`src/rtl/cic_comp_pkg.sv`:
```
// Shared constants, coefficient table and FSM encoding for the CIC compensation FIR.
// COEF is the first half (centre tap last) of a 15-tap symmetric response summing to 2^15.
package cic_comp_pkg;

  localparam int CW   = 16;
  localparam int NTAP = 15;
  localparam int NH   = (NTAP + 1) / 2;
  localparam int KW   = $clog2(NH);
  localparam int IW   = $clog2(NTAP);

  typedef logic signed [CW-1:0] coef_t;

  // 2*(c0..c6) + c7 = 2*5850 + 21068 = 32768, i.e. unity gain at DC
  localparam coef_t COEF [NH] = '{
    -16'sd40, 16'sd120, -16'sd250, 16'sd420,
    -16'sd700, 16'sd1300, 16'sd5000, 16'sd21068
  };

  typedef enum logic [1:0] {
    S_IDLE  = 2'd0,
    S_MAC   = 2'd1,
    S_ROUND = 2'd2,
    S_OUT   = 2'd3
  } state_t;

  function automatic int acc_width(input int w);
    return w + CW + 1 + $clog2(NH);
  endfunction

endpackage

```
`src/rtl/cic_comp_mac.sv`:
```
// Datapath: sample delay line, symmetric pre-add, coefficient multiply, accumulate,
// and round-half-up / saturate of the accumulator back to W bits.
module cic_comp_mac
  import cic_comp_pkg::*;
#(
  parameter int W = 10
) (
  input  logic                clk,
  input  logic                rst,
  input  logic                i_shift,
  input  logic signed [W-1:0] i_sample,
  input  logic                i_clr,
  input  logic                i_acc,
  input  logic [KW-1:0]       i_k,
  output logic signed [W-1:0] o_sat
);

  localparam int AW = acc_width(W);
  localparam logic signed [AW-1:0] RND = {{(AW-CW+1){1'b0}}, 1'b1, {(CW-2){1'b0}}};

  logic signed [W-1:0]    r_x [NTAP];
  logic signed [AW-1:0]   r_acc;

  logic [IW-1:0]          w_ki;
  logic [IW-1:0]          w_kj;
  logic signed [W-1:0]    w_lo;
  logic signed [W-1:0]    w_hi;
  logic signed [W:0]      w_pre;
  coef_t                  w_coef;
  logic signed [W+CW:0]   w_prod;
  logic signed [AW-1:0]   w_sum;
  logic signed [AW-1:0]   w_sh;
  logic [AW-W:0]          w_top;

  // NOTE: the delay line is only 15 words, so it is reset explicitly instead of left to power-up contents.
  always_ff @(posedge clk or negedge rst) begin
    if (!rst) begin
      for (int i = 0; i < NTAP; i++) r_x[i] <= '0;
    end else if (i_shift) begin
      r_x[0] <= i_sample;
      for (int i = 1; i < NTAP; i++) r_x[i] <= r_x[i-1];
    end
  end

  assign w_ki   = {{(IW-KW){1'b0}}, i_k};
  assign w_kj   = IW'(NTAP - 1) - w_ki;
  assign w_lo   = r_x[w_ki];
  assign w_hi   = r_x[w_kj];

  // The centre tap has no mirror partner, so it enters the product unpaired
  assign w_pre  = (i_k == KW'(NH - 1)) ? {w_lo[W-1], w_lo}
                                       : {w_lo[W-1], w_lo} + {w_hi[W-1], w_hi};
  assign w_coef = COEF[i_k];
  assign w_prod = (W+CW+1)'(w_pre) * (W+CW+1)'(w_coef);

  always_ff @(posedge clk or negedge rst) begin
    if (!rst) begin
      r_acc <= '0;
    end else if (i_clr) begin
      r_acc <= '0;
    end else if (i_acc) begin
      r_acc <= r_acc + AW'(w_prod);
    end
  end

  assign w_sum = r_acc + RND;
  assign w_sh  = w_sum >>> (CW - 1);
  assign w_top = w_sh[AW-1:W-1];

  // In range only when every bit above the W-bit sign position repeats it
  assign o_sat = (&w_top || ~|w_top) ? w_sh[W-1:0]
               : (w_top[AW-W] ? {1'b1, {(W-1){1'b0}}} : {1'b0, {(W-1){1'b1}}});

endmodule

```
`src/rtl/counter.sv`:
```
// Generic mod-M counter; advances on i_en and wraps from M-1 back to 0.
module Counter #(
  parameter int M = 2
) (
  input  logic                                 clk,
  input  logic                                 rst,
  input  logic                                 i_en,
  output logic [((M > 1) ? $clog2(M) : 1)-1:0] o_count
);

  localparam int CNT_W = (M > 1) ? $clog2(M) : 1;

  logic [CNT_W-1:0] r_count;

  // NOTE: sequential state is always written with <= so every flop samples pre-edge values.
  always_ff @(posedge clk or negedge rst) begin
    if (!rst) begin
      r_count <= '0;
    end else if (i_en) begin
      r_count <= (r_count == CNT_W'(M - 1)) ? '0 : r_count + 1'b1;
    end
  end

  assign o_count = r_count;

endmodule

```
`src/rtl/cic_comp_fir.sv`:
```
// Decimating symmetric serial-MAC CIC compensation FIR: one output per D accepted samples,
// each output computed over NH MAC cycles followed by a round and an output cycle.
module cic_comp_fir
  import cic_comp_pkg::*;
#(
  parameter int W = 10,
  parameter int D = 2
) (
  input  logic                clk,
  input  logic                rst,
  input  logic                eni,
  input  logic signed [W-1:0] in,
  output logic                eno,
  output logic signed [W-1:0] out,
  output logic                busy,
  output logic                ovf
);

  localparam int PW = (D > 1) ? $clog2(D) : 1;

  state_t              r_state;
  logic [KW-1:0]       r_k;
  logic signed [W-1:0] r_out;
  logic                r_eno;
  logic                r_ovf;

  logic [PW-1:0]       w_phase;
  logic                w_accept;
  logic                w_trig;
  logic signed [W-1:0] w_sat;

  assign w_accept = eni && (r_state == S_IDLE);
  assign w_trig   = w_accept && (w_phase == PW'(D - 1));

  Counter #(
    .M (D)
  ) u_phase (
    .clk     (clk),
    .rst     (rst),
    .i_en    (w_accept),
    .o_count (w_phase)
  );

  cic_comp_mac #(
    .W (W)
  ) u_mac (
    .clk      (clk),
    .rst      (rst),
    .i_shift  (w_accept),
    .i_sample (in),
    .i_clr    (w_trig),
    .i_acc    (r_state == S_MAC),
    .i_k      (r_k),
    .o_sat    (w_sat)
  );

  always_ff @(posedge clk or negedge rst) begin
    if (!rst) begin
      r_state <= S_IDLE;
      r_k     <= '0;
      r_out   <= '0;
      r_eno   <= 1'b0;
      r_ovf   <= 1'b0;
    end else begin
      r_eno <= 1'b0;
      // A sample arriving while a sequence is in flight is lost; remember that until reset
      if (eni && (r_state != S_IDLE)) r_ovf <= 1'b1;
      case (r_state)
        S_IDLE: begin
          if (w_trig) begin
            r_state <= S_MAC;
            r_k     <= '0;
          end
        end
        S_MAC: begin
          r_k <= r_k + 1'b1;
          if (r_k == KW'(NH - 1)) r_state <= S_ROUND;
        end
        S_ROUND: begin
          r_out   <= w_sat;
          r_eno   <= 1'b1;
          r_state <= S_OUT;
        end
        S_OUT:   r_state <= S_IDLE;
        default: r_state <= S_IDLE;
      endcase
    end
  end

  assign out  = r_out;
  assign eno  = r_eno;
  assign ovf  = r_ovf;
  assign busy = (r_state != S_IDLE);

endmodule

```
`config.mk`:
```
export PLATFORM = sky130hd
export DESIGN_NAME = cic_comp_fir
export DESIGN_NICKNAME = d
export VERILOG_FILES = /design/src/rtl/cic_comp_pkg.sv /design/src/rtl/cic_comp_mac.sv /design/src/rtl/counter.sv /design/src/rtl/cic_comp_fir.sv
export SDC_FILE = /design/constraint.sdc
export NUM_CORES = 1
export LEC_CHECK = 0
export CORE_MARGIN = 2
export CORE_UTILIZATION = 55
export DETAILED_ROUTE_END_ITERATION = 12
export HOLD_SLACK_MARGIN = 0.15
export MAX_ROUTING_LAYER = met4
export PLACE_DENSITY = 0.71
export SKIP_LAST_GASP = 1
export SYNTH_ARGS = -nofsm -noshare
export SYNTH_HDL_FRONTEND = slang
export SYNTH_HIERARCHICAL = 1
export SYNTH_SLANG_ARGS = --single-unit
export TNS_END_PERCENT = 20
```
`constraint.sdc`:
```
create_clock -name clk -period 18.56 [get_ports clk]
set_clock_uncertainty 0.2 [all_clocks]
set_input_delay 1.856 -clock clk [delete_from_list [all_inputs] [get_ports clk]]
set_output_delay 1.856 -clock clk [all_outputs]
set_load 0.1 [all_outputs]
```
Word level (Yosys, flattened, before mapping)

Memories as Yosys holds them, arrays and structs flattened.
Index checks and enable logic that the tools add are counted.

Word-level logic and storage cells: 75
Memory bits (read-only): 128
Bits of input ports: 13
Output and inout bits: 13
Memories: 1
Flip-flop bits (word level): 198

Memory list:

| name             | words | width | rd ports | clocked after memory_dff | wr ports | RTL line           | RTL |
|---|---|---|---|---|---|---|---|
| (name not given) | 8     | 16    | 1        | 0                        | 0        | cic_comp_mac.sv:53 | `assign w_coef = COEF[i_k];` |

Reduce and logical (&&, ||, !) cells: 13
$lt $le $gt $ge: 3
Add/subtract/negate cells: 6
Multipliers: 1
Equality and inequality tests: 6
Bitwise operators: 3
Multiplexer cells: 20

Operators by type and width:

| kind                                             | number |
|---|---|
| binary-select mux 10 bit (select 4 bit)          | 2 |
| 2-to-1 mux 10 bit                                | 6 |
| 2-to-1 mux 30 bit                                | 2 |
| 2-to-1 mux 16 bit                                | 2 |
| adder 30 x 16 -> 30 bit (second input constant)  | 1 |
| adder 30 x 27 -> 30 bit                          | 1 |
| multiplier 11 x 16 -> 27 bit                     | 1 |
| adder 10 x 10 -> 11 bit                          | 1 |
| 2-to-1 mux 11 bit                                | 1 |
| >= comparator 5 bit (second input constant)      | 2 |
| one-hot mux 2 bit (4 select lines)               | 1 |
| one-hot mux 3 bit (2 select lines)               | 1 |
| AND reduction 6 bit                              | 1 |
| nonzero test 2 bit                               | 3 |
| OR reduction 6 bit                               | 1 |
| NOT 3 -> 5 bit                                   | 1 |
| NOT 4 -> 5 bit                                   | 1 |
| == test 2 bit (second input constant)            | 2 |
| >= comparator 4 bit (second input constant)      | 1 |
| 2-to-1 mux 2 bit                                 | 2 |
| NOT 3 -> 4 bit                                   | 1 |
| AND reduction 2 bit                              | 2 |
| subtractor 4 x 3 -> 4 bit (first input constant) | 1 |
| adder 3 x 1 -> 3 bit (second input constant)     | 1 |
| 11 further kinds                                 | 14 |

Longest topological paths before layout

Depth in word-level cells: 11
Depth in mapped cells: 40
Depth with buffers taken out: 33

By module

The synthesis kept the hierarchy.

By module, submodules not included:

| module       | times used | area an instance (um^2) | cells an instance |
|---|---|---|---|
| cic_comp_mac | 1          | 16,799.9                | 1,593 |
| cic_comp_fir | 1          | 759.5                   | 51 |
| Counter      | 1          | 33.8                    | 2 |

Worst setup path after synthesis

No wires, ideal clock.

Path kind: register -> register
Start point: reg r_k[0]
End point: reg u_mac.r_acc[26]
Cell stages (with the launch flop): 38
Path buffers: 6
Slack: 9,108 ps
Setup time: 133 ps
Arrival time: 9,119 ps
Period minus slack after synthesis: 9,452 ps
Cell sequence: dfrtp_1 -> buf_4 -> buf_4 -> buf_2 -> inv_1 -> ha_1 -> clkbuf_1 -> clkbuf_1 -> mux4_2 -> o211ai_1 -> o21ai_0 -> ha_1 -> fa_1 -> a21o_1 -> a21oi_1 -> o21ai_0 -> a31oi_1 -> xnor2_1 -> [... 2 more ...] -> nor2_1 -> fa_1 -> inv_1 -> fa_1 -> inv_1 -> fa_1 -> fa_1 -> inv_1 -> fa_1 -> inv_1 -> ha_1 -> o21a_1 -> o211ai_1 -> a211oi_1 -> o311ai_0 -> a31oi_1 -> xnor2_1 -> o21ai_0

Word-level cells in the longest chain between the ends: 11
Elaborated cells on any way between the ends: 20
Those cells by class: add/sub: 3; mul: 1; eq/ne: 1; mux: 11; bitwise: 3; memory: 1

Ends and longest elaborated chain:

| element                                              | RTL line           | RTL |
|---|---|---|
| start, declared                                      | cic_comp_fir.sv:22 | `logic [KW-1:0] r_k;` |
| start signal, assigned                               | cic_comp_fir.sv:76 | `r_k <= r_k + 1'b1;` |
| subtractor 4 x 3 -> 4 bit                            | cic_comp_mac.sv:46 | `assign w_kj = IW'(NTAP - 1) - w_ki;` |
| NOT 4 -> 5 bit (implied by the code)                 | cic_comp_mac.sv:48 | `assign w_hi = r_x[w_kj];` |
| binary-select mux 10 bit (select 4 bit)              | cic_comp_mac.sv:48 |  |
| 2-to-1 mux 10 bit (implied by the code) (2 in a row) | cic_comp_mac.sv:48 |  |
| adder 10 x 10 -> 11 bit                              | cic_comp_mac.sv:52 | `: {w_lo[W-1], w_lo} + {w_hi[W-1], w_hi};` |
| 2-to-1 mux 11 bit                                    | cic_comp_mac.sv:51 | `assign w_pre = (i_k == KW'(NH - 1)) ? {w_lo[W-1], w_lo}` |
| multiplier 11 x 16 -> 27 bit *                       | cic_comp_mac.sv:54 | `assign w_prod = (W+CW+1)'(w_pre) * (W+CW+1)'(w_coef);` |
| adder 30 x 27 -> 30 bit *                            | cic_comp_mac.sv:62 | `r_acc <= r_acc + AW'(w_prod);` |
| 2-to-1 mux 30 bit *                                  | cic_comp_mac.sv:61 | `end else if (i_acc) begin` |
| 2-to-1 mux 30 bit *                                  | cic_comp_mac.sv:59 | `end else if (i_clr) begin` |
| end signal, assigned                                 | cic_comp_mac.sv:62 |  |
| end, declared                                        | cic_comp_mac.sv:22 | `logic signed [AW-1:0] r_acc;` |

Mark *: on every way between the ends. The rest lies on a longest branch, timed or not. The select of a mux whose other input is x is not followed.
A chain may end at the register's enable or synchronous reset.

Final worst setup path

Ends and elaborated chain as after synthesis.

==> results.ini <==
[clock_tree]
clkTransAtPathRegs_ns = 0.09
root_buffer = clkbuf_16
htreeDepth = 4
post-cts-setup-buffers = 0
cts.repair.resized = 0
cts_tree = yes
cts_sinks = 197
cts.hold.buffers_added = 0
clk-insertion-delay-late_ns = 0.47
clockBufferDepth = 2
cts_made_buffers = 17

[min_path]
hold_path.class = flop to flop

[layout]
area_growth_pct = 7.35
antenna_cells = 0
nNetsFinal = 1947
drive_gt1_share_pct = 16.1

[floorplanning]
io_pins = 26
dieArea_um2 = 33400
die_height_um = 183
start_util_pct = 55.8
coreArea_um2 = 31600
rows = 65
die_w_um = 183

[run_status]
outcome = complete, no violations

[setup_path]
crit_path_max_incr_delay_ns = 1.00
cp_slowest_cell = ha_2
cp_max_fo = 34
crit_buf_inv = 5
cpLargestDelayFamily = adder cells
arrival_ns = 10.51
start_kind = flop
worstPathRequired_ns = 18.69
cp-end-kind = flop
crit_type = flop to flop

[synthesis]
synth_ff_type = dfrtp_1
ys_ff_latch = 197
synth_cells = 1646
synthAdderAreaFrac_pct = 29.0
synth.cells.most_frequent = inv_1, dfrtp_1, fa_1
synth_compound_area_share_pct = 7.56
synth-xor-area-share_pct = 2.24
synth_top_cell_by_area = dfrtp_1
synthArstFlopShare_pct = 100
ys_warn_count = 6
syn_area_per_cell_um2 = 10.7
synth_top_family_by_area = adder cells
synth_most_common_cell = inv_1
synth_edf_count = 0
syn-num-nets = 1950
seq_area_frac_synth_pct = 28.0
syn_area_um2 = 17600
netlist.area_leader.share_pct = 28.0
synth_top_cells_by_area = dfrtp_1, fa_1, mux2_2
synthSimpleGateAreaFrac_pct = 7.65
synth_mux_area_share_pct = 17.9
yosys.cell_types.count = 68

[timing]
slew_headroom_pct = 24.7
setup_viol = 0
final.min_clock_period_ns = 10.39
setup_tns_ns = 0
drv_slew = 0
rsz0062_at_grt = no
final_hold_viol_count = 0
fmax_mhz = 96.3
worst_slew_pin_slew_ns = 1.11
finalCritPeriodShare_pct = 56.0

[grt]
grt_pass1_wl_um = 63300
grt_pass1_vias = 12500
grt.met1_usage_pct = 31.5
grtUsageMet2_pct = 40.9
busiest_layer = met2
antenna_found_initial = 0
grtUsageMet3_pct = 3.63
grt.overflow.total = 0
grt_use_total_pct = 24.5
grt_start_max_net_pins = 124

[run]
drv_cap = 0

[route]
ant_nets = 0
wl_um = 37100
drc = 0
drt_iter0_markers = 682
num_vias = 11700
drtPass1Iterations = 5
routedWlPerCell_um = 18.0
viasPerCell = 5.69

[placed_design]
gp_congestion = 0.940
io_buffers = 25
hpwlAfterDp_um = 28000

-- layer usage --
| metal | routed length [um] | share of wire (%) |
|---|---|---|
| met5 | 0 | 0 |
| met4 | 825 | 2.2 |
| met3 | 1440 | 3.9 |
| met2 | 18500 | 50 |
| met1 | 16400 | 44 |
-- final timing paths --
| kind | from | to | slack (ns) | cells after the start |
|---|---|---|---|---|
| worst max-delay path | r_k[0] | u_mac/r_acc[26] | 8.17 | 32 |
| worst min-delay path | ovf | ovf | 0.27 | 1 |
| worst max register to register | r_k[0] | u_mac/r_acc[26] | 8.17 | 32 |
| worst min register to register | ovf | ovf | 0.27 | 1 |
| max in group asynchronous | rst | u_mac/r_x[54] | 15.22 | 2 |
| min in group asynchronous | rst | u_mac/r_acc[6] | 1.34 | 1 |
-- state kept, by name (all words and copies together), names as in the netlist --
register	cells
eno	1
out	10
u_phase/o_count	1
u_mac/r_x	150
r_state	2
r_k	3
u_mac/r_acc	29
ovf	1
-- per-stage QoR --
step | instances | util [%] | area [um2] | worst slack [ns] | hold WS, ns
floorplan | 1646 | - | 17600 | 9.11 | 0.278
global placement | 2026 | 57.8 | 18200 | 8.49 | 0.241
detailed placement | 2026 | 57.8 | 18200 | 8.29 | 0.252
CTS | 2058 | 59.8 | 18900 | 8.26 | 0.272
global route | 2058 | 59.8 | 18900 | 7.57 | 0.280
finish | 2058 | 59.8 | 18900 | 8.17 | 0.266
-- cells in the final DEF, fill, tap and decap left out, types with 9 or more instances in the layout --
master,Yosys,final
inv_1,282,282
mux2i_1,65,65
fa_1,195,195
o211ai_1,25,25
clkdlybuf4s50_1,0,24
a21o_1,10,10
clkbuf_16,0,17
a21oi_1,50,50
xor2_1,9,9
nor2_1,101,101
o21ai_0,44,43
and2_1,14,14
mux4_2,29,29
o21a_1,9,9
dfrtp_1,197,196
xnor2_1,36,35
ha_1,96,94
buf_4,4,18
nand2_1,128,128
mux2_2,163,163
a211oi_1,13,13
-- layout make-up --
cell class	instances	area, um2
clock buffer	17	425
clock inverter	15	229
fill	2577	12700
inverter	283	1060
multi-input combinational	1101	11300
sequential	197	4930
tap	402	503
timing repair buffer	43	389
-- logic make-up after synthesis --
family | Yosys count
flops | 197
buf+inv | 348
mux | 258
xor+xnor | 45
compound gates | 202
fa+ha+maj | 291
simple gates | 305
Power is left out: the tool's default activity adds up to more than one toggle a clock period on the data nets, which glitch-free logic cannot reach.
